[config.mk]
export PLATFORM = sky130hd
export DESIGN_NAME = ref_pulse_gen
export DESIGN_NICKNAME = d
export VERILOG_FILES = /design/src/rtl/ref_pulse_pkg.sv /design/src/rtl/ref_pulse_gen_phase_timer.sv /design/src/rtl/ref_pulse_gen.sv
export SDC_FILE = /design/constraint.sdc
export NUM_CORES = 1
export LEC_CHECK = 0
export ABC_AREA = 1
export CAP_MARGIN = 20
export CELL_PAD_IN_SITES_DETAIL_PLACEMENT = 0
export CELL_PAD_IN_SITES_GLOBAL_PLACEMENT = 1
export CORE_MARGIN = 4
export CORE_UTILIZATION = 40
export DETAILED_ROUTE_END_ITERATION = 12
export GPL_TIMING_DRIVEN = 0
export PLACE_DENSITY_LB_ADDON = 0.25
export SLEW_MARGIN = 30
export SYNTH_ARGS = -nofsm -noshare
export SYNTH_HDL_FRONTEND = slang
export SYNTH_SLANG_ARGS = --single-unit
[constraint.sdc]
create_clock -name fpga_clk1 -period 3.3 [get_ports fpga_clk1]
set_input_delay 0.33 -clock fpga_clk1 [delete_from_list [all_inputs] [get_ports fpga_clk1]]
set_output_delay 0.33 -clock fpga_clk1 [all_outputs]
set_load 0.005 [all_outputs]
[src/rtl/ref_pulse_pkg.sv]
// Shared definitions for the reference pulse generator.
// Latency: n/a (types and constants only).
// Backpressure: n/a.
//
// Holds the FSM state encoding, the default field widths and the
// configuration values the generator wakes up with after reset.

package ref_pulse_pkg;

    // Generator states: waiting for start, driving the high phase,
    // driving the low phase.
    typedef enum logic [1:0] {
        IDLE = 2'd0,
        HIGH = 2'd1,
        LOW  = 2'd2
    } state_t;

    // Default widths of the phase-length and pulse-count fields.
    localparam int DEF_CNT_W   = 16;
    localparam int DEF_BURST_W = 16;

    // Configuration held after reset: one 2-cycle period, single pulse.
    localparam int RST_CFG_HIGH  = 1;
    localparam int RST_CFG_LOW   = 1;
    localparam int RST_CFG_COUNT = 1;

endpackage

[src/rtl/ref_pulse_gen_phase_timer.sv]
// Loadable down-counter that times one high or low phase.
// Latency: expire asserts on the last cycle of a phase of load_val cycles.
// Backpressure: none; load always wins over counting.
//
// Ports:
//   fpga_clk1, reset_n : clock, async active-low reset
//   load               : start a new phase this cycle edge
//   load_val           : phase length in cycles (caller guarantees >= 1)
//   expire             : high while the current cycle is the phase's last

module phase_timer
    import ref_pulse_pkg::*;
#(
    parameter int CNT_W = DEF_CNT_W
) (
    input  logic             fpga_clk1,
    input  logic             reset_n,
    input  logic             load,
    input  logic [CNT_W-1:0] load_val,
    output logic             expire
);

    // cnt holds the number of cycles remaining after the current one,
    // so a phase of length P is loaded as P-1 and ends when cnt hits 0.
    logic [CNT_W-1:0] cnt;

    always_ff @(posedge fpga_clk1 or negedge reset_n) begin
        if (!reset_n) begin
            cnt <= '0;
        end else if (load) begin
            cnt <= load_val - CNT_W'(1);
        end else if (cnt != '0) begin
            cnt <= cnt - CNT_W'(1);
        end
    end

    assign expire = (cnt == '0);

endmodule

[src/rtl/ref_pulse_gen.sv]
// Programmable reference pulse generator feeding the ring counter input.
// Latency: pulse_out rises the cycle after start; done one cycle after the last low phase.
// Backpressure: cfg_ready low while a burst runs; an offered config is held, not dropped.
//
// Ports:
//   fpga_clk1, reset_n          : clock, async active-low reset
//   cfg_valid/cfg_ready         : config handshake (accepted only in IDLE)
//   cfg_high, cfg_low           : phase lengths in cycles (0 behaves as 1)
//   cfg_count                   : pulses per burst (0 = run until stop)
//   start                       : begin a burst (ignored while busy)
//   stop                        : finish after the current period
//   pulse_out                   : generated square wave (registered)
//   busy                        : burst in progress
//   done                        : one-cycle strobe at burst end
//   pulses_sent                 : completed high phases since last start

module ref_pulse_gen
    import ref_pulse_pkg::*;
#(
    parameter int CNT_W   = DEF_CNT_W,
    parameter int BURST_W = DEF_BURST_W
) (
    input  logic               fpga_clk1,
    input  logic               reset_n,
    input  logic               cfg_valid,
    output logic               cfg_ready,
    input  logic [CNT_W-1:0]   cfg_high,
    input  logic [CNT_W-1:0]   cfg_low,
    input  logic [BURST_W-1:0] cfg_count,
    input  logic               start,
    input  logic               stop,
    output logic               pulse_out,
    output logic               busy,
    output logic               done,
    output logic [BURST_W-1:0] pulses_sent
);

    // Zero-length phases would produce no pulse at all; stretch to one cycle.
    function automatic logic [CNT_W-1:0] at_least_one(input logic [CNT_W-1:0] v);
        return (v == '0) ? CNT_W'(1) : v;
    endfunction

    state_t             state;
    logic [CNT_W-1:0]   high_q;     // latched high length, already >= 1
    logic [CNT_W-1:0]   low_q;      // latched low length, already >= 1
    logic [BURST_W-1:0] count_q;    // latched burst length, 0 = continuous
    logic               stop_pend;  // stop seen during this burst

    logic               tmr_load;
    logic [CNT_W-1:0]   tmr_val;
    logic               tmr_expire;
    logic               cfg_take;
    logic [CNT_W-1:0]   eff_high;
    logic               burst_end;

    phase_timer #(
        .CNT_W (CNT_W)
    ) u_phase_timer (
        .fpga_clk1 (fpga_clk1),
        .reset_n   (reset_n),
        .load      (tmr_load),
        .load_val  (tmr_val),
        .expire    (tmr_expire)
    );

    always_comb begin
        // A config offered alongside start must govern that very burst,
        // so the first high phase is timed from the incoming value.
        cfg_take = (state == IDLE) && cfg_valid;
        eff_high = cfg_take ? at_least_one(cfg_high) : high_q;

        // pulses_sent already includes the high phase of this period
        // while in LOW. A stop arriving on the final low cycle still
        // counts, since the period is complete at that point anyway.
        burst_end = ((count_q != '0) && (pulses_sent == count_q))
                    || stop_pend || stop;

        tmr_load = 1'b0;
        tmr_val  = high_q;
        unique case (state)
            IDLE: begin
                if (start) begin
                    tmr_load = 1'b1;
                    tmr_val  = eff_high;
                end
            end
            HIGH: begin
                if (tmr_expire) begin
                    tmr_load = 1'b1;
                    tmr_val  = low_q;
                end
            end
            LOW: begin
                if (tmr_expire && !burst_end) begin
                    tmr_load = 1'b1;
                    tmr_val  = high_q;
                end
            end
            default: begin
                tmr_load = 1'b0;
            end
        endcase
    end

    always_ff @(posedge fpga_clk1 or negedge reset_n) begin
        if (!reset_n) begin
            state       <= IDLE;
            pulse_out   <= 1'b0;
            busy        <= 1'b0;
            done        <= 1'b0;
            cfg_ready   <= 1'b1;
            pulses_sent <= '0;
            stop_pend   <= 1'b0;
            high_q      <= CNT_W'(RST_CFG_HIGH);
            low_q       <= CNT_W'(RST_CFG_LOW);
            count_q     <= BURST_W'(RST_CFG_COUNT);
        end else begin
            done <= 1'b0;

            unique case (state)
                IDLE: begin
                    if (cfg_take) begin
                        high_q  <= at_least_one(cfg_high);
                        low_q   <= at_least_one(cfg_low);
                        count_q <= cfg_count;
                    end
                    // stop is deliberately ignored here, including when
                    // it coincides with start.
                    if (start) begin
                        state       <= HIGH;
                        pulse_out   <= 1'b1;
                        busy        <= 1'b1;
                        cfg_ready   <= 1'b0;
                        pulses_sent <= '0;
                        stop_pend   <= 1'b0;
                    end
                end

                HIGH: begin
                    if (stop) begin
                        stop_pend <= 1'b1;
                    end
                    // A high phase is only ever ended by its timer, so
                    // stop can never shorten a pulse.
                    if (tmr_expire) begin
                        state       <= LOW;
                        pulse_out   <= 1'b0;
                        pulses_sent <= pulses_sent + BURST_W'(1);
                    end
                end

                LOW: begin
                    if (stop) begin
                        stop_pend <= 1'b1;
                    end
                    if (tmr_expire) begin
                        if (burst_end) begin
                            state     <= IDLE;
                            busy      <= 1'b0;
                            done      <= 1'b1;
                            cfg_ready <= 1'b1;
                            stop_pend <= 1'b0;
                        end else begin
                            state     <= HIGH;
                            pulse_out <= 1'b1;
                        end
                    end
                end

                default: begin
                    state     <= IDLE;
                    pulse_out <= 1'b0;
                    busy      <= 1'b0;
                    cfg_ready <= 1'b1;
                end
            endcase
        end
    end

endmodule

# Yosys cells after proc, flatten, opt, wreduce, memory -nomap -nowiden
# Cells that the tools add are included.
[word_totals]
output_inout_bits = 20
reg_bits = 87
in_bits = 53
elab_cells = 83
[classes]
bitwise = 1
add_sub_neg = 3
mux = 39
n_eq_ne = 8
reduce_logical = 21
[op_table]
columns = ["cell", "n"]
rows = [
  ["$mux W16", 9],
  ["$pmux W16 S2", 2],
  ["$logic_not A16 Y1", 3],
  ["$reduce_bool A16 Y1", 2],
  ["$sub A16 B1 Y16 const B", 2],
  ["$mux W1", 19],
  ["$add A16 B1 Y16 const B", 1],
  ["$eq A16 B16 Y1", 1],
  ["$pmux W1 S3", 5],
  ["$ne A2 B2 Y1 const B", 5],
  ["$reduce_and A4 Y1", 2],
  ["$mux W2", 3],
  ["$pmux W2 S3", 1],
  ["$reduce_and A3 Y1", 2],
  ["$reduce_and A2 Y1", 2],
  ["$reduce_bool A2 Y1", 2],
  ["$logic_and A1 B1 Y1", 3],
  ["$reduce_bool A3 Y1", 1],
  ["$eq A2 B1 Y1 const B", 1],
  ["$eq A2 B2 Y1 const B", 1],
  ["$logic_not A2 Y1", 1],
  ["$logic_or A1 B1 Y1", 2],
  ["$logic_not A1 Y1", 1],
  ["$not A1 Y1", 1],
]

# Longest topological paths before layout
[depth]
depth_word = 9
ltp_mapped = 20
ltp_nobuf = 19

# By module
# A second synthesis with hierarchy kept.
[unflattened]
cells_unflattened = 716
area_unflattened_um2 = 5082.4
[modules_own_cells]
columns = ["mod", "cells_per_inst", "area_each_um2", "seq_area_each_um2", "instances"]
rows = [
  ["ref_pulse_gen", 506, 3794.9, 1781.7, 1],
  ["phase_timer", 210, 1287.5, 400.4, 1],
]

# Worst setup path before layout
# No wires, ideal clock.
[synth_path]
path_type = "flip-flop to flip-flop"
from = "register state[0]"
to = "register u_phase_timer.cnt[12]"
path_buffers = 1
period_less_slack_ns = 2.306
setup_time_ns = 0.122
t_required_ns = 3.178
stages_incl_launch_ff = 17
slack_ns = 0.994
arrival_time_ns = 2.184
cell_sequence = "dfrtp_1 inv_1 ha_1 inv_1 nor2_1 inv_1 nand3b_4 buf_6 a21oi_2 nand3_1 nand2_2 ha_1 nand2_2 nor2_4 nand4_1 nand2_1 nor2_1"
[synth_via]
elab_chain_cells = 7
word_cells_on_any_way = 11
cone_classes = "add/sub: 1; eq/ne: 2; mux: 5; reduce/logical: 3"
[synth_lines]
columns = ["item", "line", "rtl"]
rows = [
  ["from (decl)", "ref_pulse_gen.sv:43", "state_t state;"],
  ["from (signal assigned)", "ref_pulse_gen.sv:107", "state <= IDLE;"],
  ["from (signal assigned)", "ref_pulse_gen.sv:130", "state <= HIGH;"],
  ["from (signal assigned)", "ref_pulse_gen.sv:146", "state <= LOW;"],
  ["$logic_not A2 Y1", "ref_pulse_gen.sv:69, ref_pulse_gen.sv:80", ""],
  ["$logic_and A1 B1 Y1", "ref_pulse_gen.sv:69", "cfg_take = (state == IDLE) && cfg_valid;"],
  ["$mux W16", "ref_pulse_gen.sv:70", "eff_high = cfg_take ? at_least_one(cfg_high) : high_q;"],
  ["$mux W16", "ref_pulse_gen.sv:82", "if (start) begin"],
  ["$pmux W16 S2", "ref_pulse_gen.sv:80", "unique case (state)"],
  ["$sub A16 B1 Y16", "ref_pulse_gen_phase_timer.sv:31", "cnt <= load_val - CNT_W'(1);"],
  ["$mux W16", "ref_pulse_gen_phase_timer.sv:30", "end else if (load) begin"],
  ["to (signal assigned)", "ref_pulse_gen_phase_timer.sv:31", ""],
  ["to (signal assigned)", "ref_pulse_gen_phase_timer.sv:33", "cnt <= cnt - CNT_W'(1);"],
  ["to (decl)", "ref_pulse_gen_phase_timer.sv:25", "logic [CNT_W-1:0] cnt;"],
]
# Parallel ways exist; a longest one is shown, timed or not.
# A chain may end at the register's enable or synchronous reset.

# Worst setup path in the final report
[layout_path]
from = "register state[0]"
to = "register u_phase_timer.cnt[10]"
# The elaborated chain is that of the path after synthesis.

==> summary.md <==
| Metric | Value |
|---|---|
| Warnings, synthesis | `0` |
| GPL Wtd Cong | `~0.86` |
| Drt wl/cell | `14.1 um` |
| Clk pwr share | `approximately a fifth` |
| Hold crit path type | `input pin to asynchronous set/reset pin` |
| Final ANT Viol Nets | `0` |
| Mapped cell area | `0.00506 mm2` |
| Antenna diodes | `0` |
| Peak supply drop | `349 uV` |
| Outcome | `finished clean` |
| Pleak | `3.03 nW` |
| Layout cell share with drive strength beyond 1 | `between 10% and 20%` |
| Gr ovfl total | `0` |
| Worst Reg-to-Reg Cells | `15` |
| WS Path Type | `register to register` |
| Die Footprint | `0.0145 mm2` |
| CP max stage delay | `0.39 ns` |
| Crit path depth | `15` |
| Post-cts sizing count | `0` |
| Sequential area share after synthesis | `approximately 43%` |
| Vias per cell | `4.88` |
| Worst Setup End Kind | `register` |
| Routed via count | `4617` |
| Worst path bufs/invs | `4` |
| Post-synth EDFFs | `0` |
| Area share of fa/ha/maj cells after synthesis | `about 1.7%` |
| CP top delay family | `simple AND/OR/NAND/NOR gates` |
| Setup Viol. Count Final | `0` |
| DIE WIDTH | `120 um` |
| Clock Root Buffer | `clkbuf_16` |
| Internal Power | `2.90 mW` |
| CTS clk-pin slew, worst paths | `0.07 ns` |
| Seq pwr share | `34.5%` |
| P_sw | `2.14 mW` |
| Design area | `0.00631 mm2` |
| Commonest non-fill, non-tap cell in the layout | `nand2_1` |
| # IOs | `73` |
| Fin Clk Skew | `0.00733 ns` |
| Period utilization | `86.7%` |
| Critical path launch point type | `register` |
| Switching Fraction | `42.5%` |
| Mux cell area share after synthesis | `0%` |
| RSZ-0062 raised after global routing | `false` |
| Most frequent cells in the layout | `nand2_1 (239), dfrtp_1 (83), clkdlybuf4s50_1 (71), inv_1 (70), nor2_1 (50)` |
| Gate power share | `around 46%` |
| Worst path required time | `between 3 and 4 ns` |
| CTS Sinks | `87` |
| Worst Max-Slew Pin Slew | `0.607 ns` |
| Final Hold Fails | `0` |
| Post-Place Cell Area | `0.00602 mm2` |
| Rows | `40` |
| Die Span Y | `120 um` |
| H-tree depth | `3` |
| Slew margin rel. | `59.4%` |
| Finished Core Util | `51.7%` |
| WL final | `approximately 13000 um` |
| Clock Tree Buf Depth | `2` |
| Gr usage total | `19.3%` |
| Synthesized area per cell | `7.35 um2` |
| Xor and xnor area share after synthesis | `0.346%` |
| Largest net degree at the start of global routing | `48` |
| PortBufs | `72` |
| NumNets Final | `between 800 and 900` |
| Most Frequent Cell on Critical Path | `inv_1` |
| Drt first pass iters | `5` |
| Synth Area in Simple Gates | `36.6%` |
| Drt drc | `0` |
| TritonCTS Buffers | `9` |
| FILL cells | `1246` |
| Setup TNS | `0 ns` |
| Register bit count reported by yosys | `87` |
| Final slew viol count | `0` |
| Hpwl dp | `10300 um` |
| Post-route setup slack | `0.440 ns` |
| DP Worst Slack | `0.510 ns` |
| Tmin final | `about 2.9 ns` |
| Post-synth ARST share | `100%` |
| CP max-delay cell | `dfrtp_1` |
| Pwr per Cell Area | `799 mW/mm2` |
| Worst-path fanout max | `10` |
| Postcts setup bufs | `0` |
| Initial Util | `41.4%` |
| Synth Area in Compound Gates | `9.50%` |
| Core area | `about 0.012 mm2` |
| Clock latency on the worst-skew pair | `~0.34 ns` |
| Largest family of logic cells by synthesized area | `simple AND/OR/NAND/NOR gates` |
| Max Cap Viol | `0` |
| First-pass GRT wire length | `22300 um` |
| Cell Chain, Critical Path | `inv_1 > ha_1 > inv_1 > nor2_1 > inv_1 > nand3b_4 > buf_6 > a21oi_2 > nand3_1 > nand2_2 > ha_1 > nand2_2 > nor2_4 > nand4_1 > a21oi_1` |
| Synth cell types | `between 40 and 50` |
| TritonCTS clock tree | `built` |
| Main synth FF type | `dfrtp_1` |
| Drt initial violations | `353` |
| Vias in the first global route | `4452` |
| Max Fclk | `approximately 350 MHz` |
| Antenna violations before repair | `0` |
| Layout area overhead | `24.9%` |
| Post-Syn Instances | `688` |
| Syn nets | `748` |
| Worst Path Arrival | `3.12 ns` |
## cell type report
class | count | area, um2 | area share (%)
multi-input combinational | 495 | 2440 | 38.6
tap | 168 | 210 | 3.33
inverter | 89 | 334 | 5.29
sequential | 87 | 2180 | 34.6
clock inverter | 4 | 31.3 | 0.495
clock buffer | 12 | 256 | 4.06
buffer | 17 | 103 | 1.62
timing repair buffer | 74 | 759 | 12.0
## sequential cells by signal, summed over array words and instances, names as in the netlist
name,count
state,2
low_q,16
count_q,16
busy,1
u_phase_timer.cnt,16
cfg_ready,1
done,1
stop_pend,1
pulses_sent,16
high_q,16
pulse_out,1
## metal layers
metal	track usage, %	up-vias	part of all wire, %
met4	7.08	0	2.2
met5	0	-	0
met2	30.0	98	46
met3	3.46	22	3.6
li1	-	2354	-
met1	27.0	2143	48
## Yosys cell counts (3+ instances only)
cell / count / share of area (%)
buf_2: 4 / 0.40
nand2_1: 239 / 18
nor2_2: 10 / 1.2
o21ai_1: 5 / 0.49
inv_1: 70 / 5.2
dfstp_2: 4 / 2.1
nand2_2: 16 / 2.0
a22oi_1: 10 / 1.5
o21ai_0: 38 / 3.8
nor2_4: 6 / 1.3
buf_6: 3 / 0.67
ha_1: 7 / 1.7
dfrtp_1: 83 / 41
buf_1: 4 / 0.30
clkbuf_1: 5 / 0.37
nand4_1: 10 / 1.2
a21oi_1: 24 / 2.4
inv_2: 16 / 1.2
nor2_1: 50 / 3.7
nand3_1: 40 / 4.0
clkinv_1: 3 / 0.22
nor4_1: 6 / 0.74
nand2_4: 4 / 0.89
nor3_1: 5 / 0.49
## metrics by stage
stage | power [mW] | hold WS, ns | std cells
5_1_grt | 5.50 | 0.503 | 946
2_1_floorplan | 3.42 | 0.0344 | 688
6_report | 5.04 | 0.469 | 946
4_1_cts | 5.10 | 0.475 | 946
3_5_place_dp | 4.08 | 0.274 | 929
3_3_place_gp | 4.02 | 0.468 | 928
## timing repair
action | in CTS | in global routing
hold endpoints to repair | 39 | 0
setup endpoints to repair | 0 | 0
hold buffers | 1 | 0
## path summary, 6_finish.rpt
check | from | endpoint | slack, ns
max | state[0]$_DFFE_PN0P_ | u_phase_timer.cnt[10]$_DFFE_PN0P_ | 0.44
min | reset_n | count_q[9]$_DFFE_PN0P_ | 0.47
min in group fpga_clk1 | low_q[1]$_DFFE_PN0P_ | low_q[1]$_DFFE_PN0P_ | 0.49
max reg2reg | state[0]$_DFFE_PN0P_ | u_phase_timer.cnt[10]$_DFFE_PN0P_ | 0.44
max in group asynchronous | reset_n | high_q[0]$_DFFE_PN1P_ | 2.21
min reg2reg | low_q[1]$_DFFE_PN0P_ | low_q[1]$_DFFE_PN0P_ | 0.49
## power groups by stage
stage | sequential (mW) | clock, mW | combinational [mW]
after global routing | 1.79 | 1.05 | 2.66
after CTS | 1.74 | 1.01 | 2.34
after global placement | 1.75 | 0 | 2.28
after detailed placement | 1.76 | 0 | 2.32
after floorplan | 1.69 | 0 | 1.74
final | 1.74 | 0.982 | 2.32
## cells by family after synthesis
logic type | Yosys count
simple gates | 400
buf+inv | 106
flops | 87
compound gates | 86
fa+ha+maj | 7
xor+xnor | 2
Power figures use the tool's default switching activity.
